### src/rtl/fifo_pixel_unpacker_pkg.sv
// Shared packing definitions for the HDMI-side packer and the LCD-side unpacker.
// Three 32-bit words carry four 24-bit pixels, MSB first, R > G > B.
package fifo_pixel_unpacker_pkg;

    localparam int PIXEL_WIDTH = 24;
    localparam int WORD_WIDTH  = 32;
    localparam int BYTE_W      = 8;

    typedef enum logic [1:0] {
        PH_0 = 2'd0,
        PH_1 = 2'd1,
        PH_2 = 2'd2,
        PH_3 = 2'd3
    } phase_e;

    // Byte-lane LSB positions inside a packed word, lane 0 being the MSB byte.
    localparam int LANE0_LSB = 24;
    localparam int LANE1_LSB = 16;
    localparam int LANE2_LSB = 8;
    localparam int LANE3_LSB = 0;

    typedef struct packed {
        logic [PIXEL_WIDTH-1:0] pixel;
        logic [PIXEL_WIDTH-1:0] residual;
    } unpack_t;

    function automatic unpack_t unpack_step(input phase_e ph,
                                            input logic [PIXEL_WIDTH-1:0] res,
                                            input logic [WORD_WIDTH-1:0] w);
        unpack_t r;
        r = '0;
        case (ph)
            PH_0: begin
                r.pixel    = w[LANE2_LSB +: 3*BYTE_W];
                r.residual = {16'h0, w[LANE3_LSB +: BYTE_W]};
            end
            PH_1: begin
                r.pixel    = {res[BYTE_W-1:0], w[LANE1_LSB +: 2*BYTE_W]};
                r.residual = {8'h0, w[LANE3_LSB +: 2*BYTE_W]};
            end
            PH_2: begin
                r.pixel    = {res[2*BYTE_W-1:0], w[LANE0_LSB +: BYTE_W]};
                r.residual = w[LANE3_LSB +: 3*BYTE_W];
            end
            default: begin
                r.pixel    = res;
                r.residual = '0;
            end
        endcase
        return r;
    endfunction

    function automatic logic [PIXEL_WIDTH-1:0] rb_swap(input logic [PIXEL_WIDTH-1:0] p);
        return {p[BYTE_W-1:0], p[2*BYTE_W-1:BYTE_W], p[3*BYTE_W-1:2*BYTE_W]};
    endfunction

endpackage

### src/rtl/fifo_pixel_unpacker_word_buffer.sv
// Two-entry word buffer in front of the unpacker: issues FIFO reads, tracks the
// in-flight word and forwards it straight to the head when the buffer is empty.
module unpacker_word_buffer
    import fifo_pixel_unpacker_pkg::*;
(
    input  logic                  clk,
    input  logic                  rst_n,
    input  logic                  fifo_empty,
    input  logic [WORD_WIDTH-1:0] fifo_data,
    input  logic                  pop,
    output logic                  rd_req,
    output logic                  avail,
    output logic [WORD_WIDTH-1:0] head
);

    logic [1:0]            occ_q, occ_d;
    logic                  in_flight_q, in_flight_d;
    logic [WORD_WIDTH-1:0] buf0_q, buf0_d;
    logic [WORD_WIDTH-1:0] buf1_q, buf1_d;

    // Gated by reset so no word is pulled out of the FIFO only to be discarded.
    assign rd_req = rst_n && !fifo_empty &&
                    ((occ_q == 2'd0) || ((occ_q == 2'd1) && !in_flight_q));
    assign avail  = (occ_q != 2'd0) || in_flight_q;
    assign head   = (occ_q != 2'd0) ? buf0_q : fifo_data;

    always_comb begin
        occ_d       = occ_q;
        buf0_d      = buf0_q;
        buf1_d      = buf1_q;
        in_flight_d = rd_req;
        if (!(pop && (occ_q == 2'd0))) begin
            if (pop) begin
                buf0_d = buf1_q;
                occ_d  = occ_q - 2'd1;
            end
            if (in_flight_q) begin
                if (occ_d == 2'd0) begin
                    buf0_d = fifo_data;
                end else begin
                    buf1_d = fifo_data;
                end
                occ_d = occ_d + 2'd1;
            end
        end
    end

    always_ff @(posedge clk) begin
        if (!rst_n) begin
            occ_q       <= 2'd0;
            in_flight_q <= 1'b0;
            buf0_q      <= '0;
            buf1_q      <= '0;
        end else begin
            occ_q       <= occ_d;
            in_flight_q <= in_flight_d;
            buf0_q      <= buf0_d;
            buf1_q      <= buf1_d;
        end
    end

endmodule

### src/rtl/fifo_pixel_unpacker.sv
// Re-forms 24-bit pixels from packed FIFO words for the LCD driver stage.
// Optional underrun counter port enabled by UNPACK_UNDERRUN_CNT_EN.
//
// phase | meaning
// PH_0  | next step consumes a word, pixel = w[31:8]
// PH_1  | next step consumes a word, pixel = {res[7:0], w[31:16]}
// PH_2  | next step consumes a word, pixel = {res[15:0], w[31:24]}
// PH_3  | next step uses the residual only
module fifo_pixel_unpacker #(
    parameter int PIXEL_WIDTH = fifo_pixel_unpacker_pkg::PIXEL_WIDTH,
    parameter int WORD_WIDTH  = fifo_pixel_unpacker_pkg::WORD_WIDTH,
    parameter bit SWAP_RB     = 1'b0
) (
    input  logic                   i_lcdClock,
    input  logic                   i_nReset,
    input  logic                   i_fifoEmpty,
    input  logic [WORD_WIDTH-1:0]  i_fifoData,
    output logic                   o_fifoRdReq,
    input  logic                   i_frameStart,
    output logic [PIXEL_WIDTH-1:0] o_pixel,
    output logic                   o_pixelValid,
`ifdef UNPACK_UNDERRUN_CNT_EN
    output logic [15:0]            o_underrunCount,
`endif
    input  logic                   i_pixelReady
);

    import fifo_pixel_unpacker_pkg::*;

    phase_e                 phase_q, phase_d;
    logic [PIXEL_WIDTH-1:0] res_q, res_d;
    logic [PIXEL_WIDTH-1:0] pixel_q, pixel_d;
    logic                   valid_q, valid_d;

    logic                   buf_avail;
    logic [WORD_WIDTH-1:0]  buf_head;
    logic                   step;
    logic                   pop;
    unpack_t                nxt;

    assign step = (!valid_q || i_pixelReady) && !i_frameStart &&
                  ((phase_q == PH_3) || buf_avail);
    assign pop  = step && (phase_q != PH_3);
    assign nxt  = unpack_step(phase_q, res_q, buf_head);

    unpacker_word_buffer u_word_buffer (
        .clk        (i_lcdClock),
        .rst_n      (i_nReset),
        .fifo_empty (i_fifoEmpty),
        .fifo_data  (i_fifoData),
        .pop        (pop),
        .rd_req     (o_fifoRdReq),
        .avail      (buf_avail),
        .head       (buf_head)
    );

    always_comb begin
        phase_d = phase_q;
        res_d   = res_q;
        pixel_d = pixel_q;
        valid_d = valid_q && !i_pixelReady;
        if (i_frameStart) begin
            phase_d = PH_0;
            res_d   = '0;
            valid_d = 1'b0;
        end else if (step) begin
            case (phase_q)
                PH_0:    phase_d = PH_1;
                PH_1:    phase_d = PH_2;
                PH_2:    phase_d = PH_3;
                default: phase_d = PH_0;
            endcase
            res_d   = nxt.residual;
            pixel_d = SWAP_RB ? rb_swap(nxt.pixel) : nxt.pixel;
            valid_d = 1'b1;
        end
    end

`ifdef UNPACK_UNDERRUN_CNT_EN
    logic [15:0] ucnt_q, ucnt_d;

    always_comb begin
        ucnt_d = ucnt_q;
        if (i_frameStart) begin
            ucnt_d = '0;
        end else if (i_pixelReady && !valid_q && (ucnt_q != 16'hFFFF)) begin
            ucnt_d = ucnt_q + 16'd1;
        end
    end

    assign o_underrunCount = ucnt_q;
`endif

    always_ff @(posedge i_lcdClock) begin
        if (!i_nReset) begin
            phase_q <= PH_0;
            res_q   <= '0;
            pixel_q <= '0;
            valid_q <= 1'b0;
`ifdef UNPACK_UNDERRUN_CNT_EN
            ucnt_q  <= '0;
`endif
        end else begin
            phase_q <= phase_d;
            res_q   <= res_d;
            pixel_q <= pixel_d;
            valid_q <= valid_d;
`ifdef UNPACK_UNDERRUN_CNT_EN
            ucnt_q  <= ucnt_d;
`endif
        end
    end

    assign o_pixel      = pixel_q;
    assign o_pixelValid = valid_q;

endmodule

### config.mk
export PLATFORM = sky130hd
export DESIGN_NAME = fifo_pixel_unpacker
export DESIGN_NICKNAME = d
export VERILOG_FILES = /design/src/rtl/fifo_pixel_unpacker_pkg.sv /design/src/rtl/fifo_pixel_unpacker_word_buffer.sv /design/src/rtl/fifo_pixel_unpacker.sv
export SDC_FILE = /design/constraint.sdc
export NUM_CORES = 1
export LEC_CHECK = 0
export ABC_CLOCK_PERIOD_IN_PS = 3650
export CAP_MARGIN = 20
export CORE_MARGIN = 2
export CORE_UTILIZATION = 46
export CTS_CLUSTER_DIAMETER = 80
export DETAILED_ROUTE_END_ITERATION = 12
export GPL_TIMING_DRIVEN = 1
export PLACE_DENSITY = 0.74
export SLEW_MARGIN = 20
export SYNTH_ARGS = -nofsm -noshare
export SYNTH_HDL_FRONTEND = slang
export SYNTH_SLANG_ARGS = --single-unit
### constraint.sdc
create_clock -name i_lcdClock -period 3.65 [get_ports i_lcdClock]
set_input_delay 0.365 -clock i_lcdClock [delete_from_list [all_inputs] [get_ports i_lcdClock]]
set_output_delay 0.365 -clock i_lcdClock [all_outputs]
set_load 0.01 [all_outputs]
# Word level (Yosys, flattened, before mapping)
# Index checks and enable logic that the tools add are counted.
[totals]
regBits = 118
in_bits = 37
word_cells = 53
[op_classes]
addsub = 2
eq_ne = 5
n_mux = 10
bitwise = 4
reduce_logical = 24
[ops]
columns = ["op", "n"]
rows = [
  ["48-bit case mux with 3 select lines", 1],
  ["32-bit 2-to-1 mux", 4],
  ["1-bit logical AND", 8],
  ["2-bit zero test", 3],
  ["2-bit 2-to-1 mux", 3],
  ["2-bit case mux with 3 select lines", 1],
  ["1-bit zero test", 5],
  ["2-bit by 1-bit == test with 1-bit output (second input constant)", 2],
  ["2-bit == test (second input constant)", 2],
  ["1-bit logical OR", 4],
  ["1-bit inverter", 4],
  ["3-bit AND reduction", 1],
  ["2-bit by 1-bit adder with 2-bit output (second input constant)", 1],
  ["2-bit != test (second input constant)", 1],
  ["2-bit AND reduction", 1],
  ["2-bit nonzero test", 1],
  ["2-bit OR reduction", 1],
  ["2-bit by 1-bit subtractor with 2-bit output (second input constant)", 1],
  ["1-bit 2-to-1 mux", 1],
]

# Longest topological paths before layout
# Gate-level depths: netlist of the first run.
[depth]
depth_word = 10
mapped_depth = 14

# Modules after synthesis
# A second synthesis of the first run with hierarchy kept.
[unflattened]
hier_cells = 717
area_unflattened_um2 = 5891.9
[modules_own_cells]
columns = ["mod", "n_inst", "cells_each", "area_each_um2", "seq_area_each_um2"]
rows = [
  ["unpacker_word_buffer", 1, 391, 3420.8, 1341.3],
  ["fifo_pixel_unpacker", 1, 326, 2471.1, 1021.0],
]

# Least setup slack after synthesis of the first run
# OpenSTA, ideal clock, no wires.
[synth_timing]
kind = "reg-to-reg"
start = "register u_word_buffer.occ_q[0]"
end = "register u_word_buffer.buf0_q[10]"
setup_ns = 0.116
arrival_ns = 2.784
required_time_ns = 3.534
slack_ns = 0.749
path_stages_with_launch = 14
period_less_slack_ns = 2.901
path_cell_list = "dfxtp_1 inv_1 ha_1 buf_6 a2111oi_4 clkbuf_1 xnor2_1 ha_1 and2_0 clkbuf_1 buf_2 mux2i_1 o21ai_0 o211a_1"
[synth_via]
elab_chain_len = 10
elab_cells_between_ends = 14
cone_classes = "1 x add/sub; 5 x mux; 8 x reduce/logical"
[synth_lines]
columns = ["element", "line", "rtl"]
rows = [
  ["start: declaration", "fifo_pixel_unpacker_word_buffer.sv:16", "logic [1:0] occ_q, occ_d;"],
  ["start signal: assignment", "fifo_pixel_unpacker_word_buffer.sv:50", "occ_q <= 2'd0;"],
  ["start signal: assignment", "fifo_pixel_unpacker_word_buffer.sv:55", "occ_q <= occ_d;"],
  ["2-bit nonzero test", "fifo_pixel_unpacker_word_buffer.sv:24", "assign avail = (occ_q != 2'd0) || in_flight_q;"],
  ["1-bit logical OR", "fifo_pixel_unpacker_word_buffer.sv:24", ""],
  ["1-bit logical OR", "fifo_pixel_unpacker.sv:42", "((phase_q == PH_3) || buf_avail);"],
  ["1-bit logical AND", "fifo_pixel_unpacker.sv:41", "assign step = (!valid_q || i_pixelReady) && !i_frameStart &&"],
  ["1-bit logical AND", "fifo_pixel_unpacker.sv:43", "assign pop = step && (phase_q != PH_3);"],
  ["2-bit 2-to-1 mux", "fifo_pixel_unpacker_word_buffer.sv:33", "if (pop) begin"],
  ["2-bit 2-to-1 mux", "fifo_pixel_unpacker_word_buffer.sv:32", "if (!(pop && (occ_q == 2'd0))) begin"],
  ["2-bit zero test", "fifo_pixel_unpacker_word_buffer.sv:38", "if (occ_d == 2'd0) begin"],
  ["32-bit 2-to-1 mux", "fifo_pixel_unpacker_word_buffer.sv:38", ""],
  ["32-bit 2-to-1 mux", "fifo_pixel_unpacker_word_buffer.sv:37", "if (in_flight_q) begin"],
  ["end signal: assignment", "fifo_pixel_unpacker_word_buffer.sv:57", "buf0_q <= buf0_d;"],
  ["end: declaration", "fifo_pixel_unpacker_word_buffer.sv:18", "logic [WORD_WIDTH-1:0] buf0_q, buf0_d;"],
]
# Several ways; a longest one is shown, not always the timed one. The select of a mux whose other input is x is not followed.
# A chain may end at the register's enable or synchronous reset.

# Worst setup path in the final report of the first run
[layout_timing]
start = "register u_word_buffer.in_flight_q"
end = "register u_word_buffer.buf0_q[24]"
[layout_via]
elab_chain_len = 9
elab_cells_between_ends = 11
cone_classes = "5 x mux; 6 x reduce/logical"
[layout_lines]
columns = ["element", "line", "rtl"]
rows = [
  ["start: declaration", "fifo_pixel_unpacker_word_buffer.sv:17", "logic in_flight_q, in_flight_d;"],
  ["start signal: assignment", "fifo_pixel_unpacker_word_buffer.sv:56", "in_flight_q <= in_flight_d;"],
  ["1-bit logical OR", "fifo_pixel_unpacker_word_buffer.sv:24", ""],
  ["1-bit logical OR", "fifo_pixel_unpacker.sv:42", ""],
  ["1-bit logical AND", "fifo_pixel_unpacker.sv:41", ""],
  ["1-bit logical AND", "fifo_pixel_unpacker.sv:43", ""],
  ["2-bit 2-to-1 mux", "fifo_pixel_unpacker_word_buffer.sv:33", ""],
  ["2-bit 2-to-1 mux", "fifo_pixel_unpacker_word_buffer.sv:32", ""],
  ["2-bit zero test", "fifo_pixel_unpacker_word_buffer.sv:38", ""],
  ["32-bit 2-to-1 mux", "fifo_pixel_unpacker_word_buffer.sv:38", ""],
  ["32-bit 2-to-1 mux", "fifo_pixel_unpacker_word_buffer.sv:37", ""],
]
# Several ways; a longest one is shown, not always the timed one. The select of a mux whose other input is x is not followed.

==> flow_summary.json, run 1 <==
{
  "holdWs_ns": 0.449,
  "placed_area_um2": 6680,
  "cts-root-buf": "sky130_fd_sc_hd__clkbuf_16",
  "power.leakage_nw": 2.91,
  "netlist-cell-type-count": 42,
  "rsz_0062_raised_after_global_routing": "no",
  "crit_fanout": 32,
  "floorplan.initialDensity": 0.474,
  "dominantRegCellSynth": "sky130_fd_sc_hd__dfxtp_1",
  "postLayoutCellArea_um2": 7260,
  "drv_slew": 0,
  "setup_viol": 0,
  "path_cells": "inv_1, a2111oi_4, nand2_1, o21ai_0, ha_1, and2_1, buf_4, mux2i_1, o21ai_0, o211a_1",
  "grtUsageMet2": 0.372,
  "boundaryPins": 63,
  "grt_first_pass_wirelength_mm": 25.3,
  "grt_pass1_vias": 4891,
  "fin_crit_sh": 0.831,
  "layout.cells.non_filler": 873,
  "sequential_cell_area_fraction_in_the_yosys_report": 0.393,
  "synth-edff-count": 0,
  "cpMaxStageDelayCell": "sky130_fd_sc_hd__dfxtp_1",
  "gr-total-overflow": 0,
  "ys_async_sr_fraction": 0,
  "antenna_found_initial": 0,
  "timing.final.crit_period_ns": 3.03,
  "per_cell_routed_wire_length_um": 17.9,
  "tritoncts_num_sinks": 118,
  "layout-drive-gt1-share": 0.133,
  "finalNetCount": 735,
  "cts.htree.levels": 4,
  "place.detailed.instances": 843,
  "run_status": "complete, no violations",
  "setup_ws_ns": 0.617,
  "route.detailed.vias_per_inst": 5.82,
  "timing.slew.headroom": 0.348,
  "floorplan.die.width_um": 118,
  "grt_use_met3": 0.0468,
  "maximum_number_of_pins_on_one_net_before_global_route_repair": 55,
  "finalHoldViolations": 0,
  "drt_iter0_markers": 483,
  "worst_setup_hold_path_clk_slew_ns": 0.05,
  "detailedPlace.worstSlack_ns": 0.230,
  "synth.cell_area_um2": 6010,
  "worstSetupStartpointType": "flip-flop",
  "worstPathArrival_ns": 3.35,
  "commonest_cells_after_routing_fill_and_taps_aside": "118 x sky130_fd_sc_hd__dfxtp_1, 61 x sky130_fd_sc_hd__clkdlybuf4s50_1, 57 x sky130_fd_sc_hd__mux2i_1",
  "cts-resized-gates": 0,
  "synthToLayoutAreaGrowth_pct": 20.8,
  "grt.busiest_layer": "met2",
  "place.port_buffers": 62,
  "drc": 0,
  "slowest_delay_ns": 0.60,
  "routed_wirelength_mm": 15.6,
  "postSynthCellCount": 654,
  "antenna_cells": 0,
  "syn_nets": 699,
  "timing.max_cap.violations": 0,
  "gp_routability_congestion": 0.826,
  "dr.pass1.iters": 5,
  "core_area_um2": 12700,
  "grtUsageTotal": 0.226,
  "final_common_cell": "sky130_fd_sc_hd__dfxtp_1",
  "crit_path_frequent_cell": "sky130_fd_sc_hd__o21ai_0",
  "yosysWarnings": 0,
  "hp-class": "flip-flop to flip-flop",
  "dpl.hpwl_mm": 10.6,
  "design.die.area_um2": 14000,
  "critPathRequiredTime_ns": 3.96,
  "globalRouteMet1Util": 0.285,
  "irDropWorstVdd_mv": 0.599,
  "dieHeight_um": 118,
  "postSynthAreaPerCell_um2": 9.19,
  "cp-end-kind": "flip-flop",
  "tns_ns": 0,
  "clock.fmax_ghz": 0.330,
  "setup.worst_path.class": "flip-flop to flip-flop",
  "clock_insertion_delay_worst_skew_ns": 0.42,
  "floorplan_row_count": 41,
  "cts_hold_repair.buffers": 0,
  "cts_tree": "yes",
  "detailroute.via_count": 5081,
  "max_slew.worst_pin.slew_ns": 0.975,
  "p_per_area_nw_per_um2": 793,
  "clock-skew-final_ns": 0.00501,
  "cts_buffer_depth": 2,
  "numCtsBuffers": 17,
  "drt.antenna.violating_nets": 0,
  "post_cts_setup_inserts": 0,
  "synth_seq_cells": 118
}
-- critical path, delay by kind of cell, from the launching register on --
kind	cells	cell delay, ns
buffers and inverters	2	0.57
DFF	1	0.60
and+or+nand+nor	2	0.25
muxes	1	0.33
AOI/OAI and AO/OA	4	0.91
adders and majority gates	1	0.25
-- flip-flops by register name (all words and copies together), names as in the netlist --
name and count:
o_pixel 24, o_pixelValid 1, phase_q 2, res_q 24, u_word_buffer.buf0_q 32, u_word_buffer.buf1_q 32
u_word_buffer.in_flight_q 1, u_word_buffer.occ_q 2
-- per-stage QoR --
stage | utilization | total power, mW
after floorplan | - | 3.48
after global placement | 0.527 | 4.04
after detailed placement | 0.527 | 4.11
after CTS | 0.573 | 5.76
after global routing | 0.573 | 6.06
final | 0.573 | 5.76
-- per-layer routing --
metal	share of wire	wire length, um
met3	0.057	887
met1	0.45	6980
met5	0	0
met4	0.028	437
met2	0.47	7300
-- cell usage after synthesis, drive strengths merged (9+ instances only) --
| master | n | share of area |
|---|---|---|
| a21oi | 51 | 0.042 |
| buf | 29 | 0.028 |
| clkbuf | 33 | 0.021 |
| dfxtp | 118 | 0.39 |
| inv | 15 | 0.0094 |
| mux2 | 24 | 0.045 |
| mux2i | 57 | 0.095 |
| nand2 | 47 | 0.029 |
| nand2b | 10 | 0.010 |
| nand3 | 32 | 0.027 |
| nand3b | 9 | 0.011 |
| nor2 | 46 | 0.029 |
| nor2b | 35 | 0.036 |
| o211a | 23 | 0.038 |
| o21ai | 24 | 0.020 |
| o221a | 17 | 0.032 |
| or3 | 9 | 0.0094 |
-- power breakdown --
group	internal (mW)	total, mW	switching, mW
clock network	1.09	1.65	0.562
logic	1.06	2.34	1.27
registers	1.59	1.77	0.181
-- cells by family (layout without fill, tap and decap cells) --
family,after synthesis,in the layout,share of synthesized area
and+or+nand+nor,198,198,0.166
adders and majority gates,8,8,0.0166
muxes,81,81,0.140
buffers and inverters,77,124,0.0583
DFF,118,118,0.393
xor gates and xnor gates,1,1,0.00146
AOI/OAI and AO/OA,171,171,0.225
-- cell type report --
class	instances	area (um^2)
flip-flops and latches	118	2360
inverters	15	56.3
multi-input cells	459	3310
repair buffers	79	743
well taps	172	215
clock inverters	3	65.1
clock buffers	27	513
fillers	1086	5410
-- path summary, 6_finish.rpt --
check | start | end | slack (ns) | cells after the start
max reg2reg | u_word_buffer.in_flight_q | u_word_buffer.buf0_q[24] | 0.62 | 10
min | res_q[17] | res_q[17] | 0.45 | 2
min reg2reg | res_q[17] | res_q[17] | 0.45 | 2
max | u_word_buffer.in_flight_q | u_word_buffer.buf0_q[24] | 0.62 | 10
Note: power is estimated with default switching activity, not from simulation.
==> run 2: changes to the inputs <==
--- a/config.mk
+++ b/config.mk
@@ -5,14 +5,14 @@
 export SDC_FILE = /design/constraint.sdc
 export NUM_CORES = 1
 export LEC_CHECK = 0
-export ABC_CLOCK_PERIOD_IN_PS = 3650
+export ABC_CLOCK_PERIOD_IN_PS = 2700
 export CAP_MARGIN = 20
 export CORE_MARGIN = 2
 export CORE_UTILIZATION = 46
 export CTS_CLUSTER_DIAMETER = 80
 export DETAILED_ROUTE_END_ITERATION = 12
 export GPL_TIMING_DRIVEN = 1
-export PLACE_DENSITY = 0.74
+export PLACE_DENSITY = 0.76
 export SLEW_MARGIN = 20
 export SYNTH_ARGS = -nofsm -noshare
 export SYNTH_HDL_FRONTEND = slang
==> constraint.sdc (replaced) <==
create_clock -name i_lcdClock -period 2.7 [get_ports i_lcdClock]
set_input_delay 0.27 -clock i_lcdClock [delete_from_list [all_inputs] [get_ports i_lcdClock]]
set_output_delay 0.27 -clock i_lcdClock [all_outputs]
set_load 0.01 [all_outputs]
==> run 2 against run 1 <==
First-iteration DRC count decreased by 4.1%. Sequential power rose by 36%. Die area did not move. Combinational power grew 45%. Non-clock buffer count rose by 8. Critical path depth up 1. Final cell count increased by 1.1%. Sequential cell count is the same. Highest routed layer unchanged.
==> flow_summary.json, run 2 (same netlist as run 1, synthesis figures left out) <==
{
  "setup.worst_path.class": "flip-flop to flip-flop",
  "clock-skew-final_ns": 0.00721,
  "cts-resized-gates": 0,
  "worst_setup_hold_path_clk_slew_ns": 0.06,
  "drc": 0,
  "irDropWorstVdd_mv": 0.872,
  "cts_buffer_depth": 2,
  "routed_wirelength_mm": 16.1,
  "worstSetupStartpointType": "flip-flop",
  "gr-total-overflow": 0,
  "layout-drive-gt1-share": 0.155,
  "drt.antenna.violating_nets": 0,
  "finalCoreUtilization": 0.591,
  "gp_routability_congestion": 0.835,
  "worstPathArrival_ns": 2.79,
  "numCtsBuffers": 17,
  "dr.pass1.iters": 5,
  "finalHoldViolations": 0,
  "max_slew.worst_pin.slew_ns": 0.873,
  "dieHeight_um": 118,
  "timing.max_cap.violations": 0,
  "run_status": "complete, no violations",
  "setup_ws_ns": 0.202,
  "cts.htree.levels": 4,
  "floorplan.die.width_um": 118,
  "grt_pass1_vias": 5003,
  "synthToLayoutAreaGrowth_pct": 24.6,
  "crit-reg2reg-capture": "u_word_buffer.buf0_q[17]",
  "dpl.hpwl_mm": 10.6,
  "cp-end-kind": "flip-flop",
  "p_per_area_nw_per_um2": 1110,
  "critical_path.startpoint": "u_word_buffer.occ_q[0]",
  "detailedPlace.worstSlack_ns": 0.00208,
  "per_cell_routed_wire_length_um": 18.2,
  "grt_first_pass_wirelength_mm": 26.2,
  "cts-root-buf": "sky130_fd_sc_hd__clkbuf_16",
  "route.detailed.vias_per_inst": 5.89,
  "hold_start": "i_nReset",
  "detailroute.via_count": 5203,
  "place.port_buffers": 62,
  "floorplan_row_count": 41,
  "antenna_found_initial": 0,
  "setup_viol": 0,
  "drt_iter0_markers": 463,
  "critPathRequiredTime_ns": 3.00,
  "antenna_cells": 0,
  "fin_crit_sh": 0.925,
  "tritoncts_num_sinks": 118,
  "whs_path_depth": 2,
  "hp-class": "primary input to flip-flop",
  "timing.final.crit_period_ns": 2.50,
  "power.leakage_nw": 3.01,
  "floorplan.initialDensity": 0.474,
  "finalNetCount": 743,
  "core_area_um2": 12700,
  "worstRegToRegCells": 11,
  "cts_tree": "yes",
  "final_common_cell": "sky130_fd_sc_hd__dfxtp_1",
  "commonest_cells_after_routing_fill_and_taps_aside": "117 x sky130_fd_sc_hd__dfxtp_1, 61 x sky130_fd_sc_hd__clkdlybuf4s50_1, 57 x sky130_fd_sc_hd__mux2i_1",
  "layout_top_registers": "u_word_buffer.buf0_q x32, u_word_buffer.buf1_q x32",
  "boundaryPins": 63,
  "design.die.area_um2": 14000,
  "clock.fmax_ghz": 0.400,
  "r2r-start": "u_word_buffer.occ_q[0]",
  "grtUsageTotal": 0.235,
  "timing.slew.headroom": 0.418,
  "timing.reg2reg.setup_slack_ns": 0.20,
  "maximum_number_of_pins_on_one_net_before_global_route_repair": 94,
  "drv_slew": 0,
  "clock_insertion_delay_worst_skew_ns": 0.41,
  "whs_endpoint": "u_word_buffer.occ_q[1]",
  "crit_fanout": 32
}
[run 2: changes by cell type in the layout (fill, tap and decap cells not counted), moves of 2 or more]
cell	delta
sky130_fd_sc_hd__clkbuf_1	-5
sky130_fd_sc_hd__clkinv_2	+2
sky130_fd_sc_hd__buf_12	+6
sky130_fd_sc_hd__clkbuf_8	-2
sky130_fd_sc_hd__buf_4	+2
sky130_fd_sc_hd__ha_2	+2
sky130_fd_sc_hd__bufinv_16	+3
sky130_fd_sc_hd__clkinvlp_4	+2
sky130_fd_sc_hd__ha_1	-2
[run 2: cell type report]
| class | instances | area [um^2] |
|---|---|---|
| tap | 172 | 215 |
| multi-input combinational | 459 | 3310 |
| sequential | 118 | 2360 |
| clock buffer | 20 | 467 |
| clock inverter | 12 | 198 |
| inverter | 15 | 56.3 |
| fill | 1050 | 5180 |
| timing repair buffer | 87 | 878 |
[run 2: per-layer routing]
layer / track usage / vias to the layer above / wire (um)
li1: - / 2457 / -
met1: 0.287 / 2554 / 6770
met2: 0.404 / 168 / 8240
met3: 0.0502 / 24 / 822
met4: 0.0904 / 0 / 267
met5: 0 / - / 0
[run 2: worst max path at each step]
stage                               end  depth (start not counted)
2_1_floorplan  u_word_buffer.buf0_q[16]                         12
3_3_place_gp   u_word_buffer.buf0_q[29]                         10
3_5_place_dp   u_word_buffer.buf0_q[17]                          9
4_1_cts        u_word_buffer.buf0_q[17]                         10
5_1_grt        u_word_buffer.buf0_q[12]                         12
6_report       u_word_buffer.buf0_q[17]                         11
[run 2: power breakdown]
part,switching (mW),internal (mW)
Sequential,0.246,2.16
Combinational,1.81,1.59
Clock,0.807,1.71
Total,2.86,5.46
[run 2: critical path, stage by stage (launching register included)]
cell	delay [ns]
sky130_fd_sc_hd__dfxtp_2	0.36
sky130_fd_sc_hd__inv_1	0.06
sky130_fd_sc_hd__ha_2	0.22
sky130_fd_sc_hd__a2111oi_4	0.28
sky130_fd_sc_hd__buf_4	0.19
sky130_fd_sc_hd__xnor2_1	0.13
sky130_fd_sc_hd__ha_2	0.24
sky130_fd_sc_hd__and2_1	0.19
sky130_fd_sc_hd__buf_12	0.23
sky130_fd_sc_hd__mux2i_1	0.21
sky130_fd_sc_hd__o21ai_0	0.11
sky130_fd_sc_hd__o211a_1	0.14
[run 2: what timing repair did]
item                       in CTS  in global routing
buffers inserted                0                  1
setup endpoints to repair       0                 30
hold buffers                    0                  0
[run 2: metrics by stage]
| stage | instances | TNS, ns | instance area [um^2] | total power, mW | hold WS [ns] |
|---|---|---|---|---|---|
| finish | 883 | 0 | 7490 | 8.32 | 0.180 |
| global route | 883 | -0.00177 | 7490 | 8.73 | 0.176 |
| CTS | 882 | 0 | 7480 | 8.32 | 0.174 |
| detailed placement | 850 | 0 | 6820 | 5.77 | 0.446 |
| global placement | 850 | 0 | 6820 | 5.65 | 0.439 |
| floorplan | 654 | 0 | 6040 | 4.74 | 0.346 |
==> run 3: changes to the inputs <==
--- a/config.mk
+++ b/config.mk
@@ -12,6 +12,7 @@
 export CTS_CLUSTER_DIAMETER = 80
 export DETAILED_ROUTE_END_ITERATION = 12
 export GPL_TIMING_DRIVEN = 1
+export HOLD_SLACK_MARGIN = 0.06
 export PLACE_DENSITY = 0.76
 export SLEW_MARGIN = 20
 export SYNTH_ARGS = -nofsm -noshare
==> results of run 3 <==
Same layout as run 2: the final DEF is identical, and so are final timing and power.
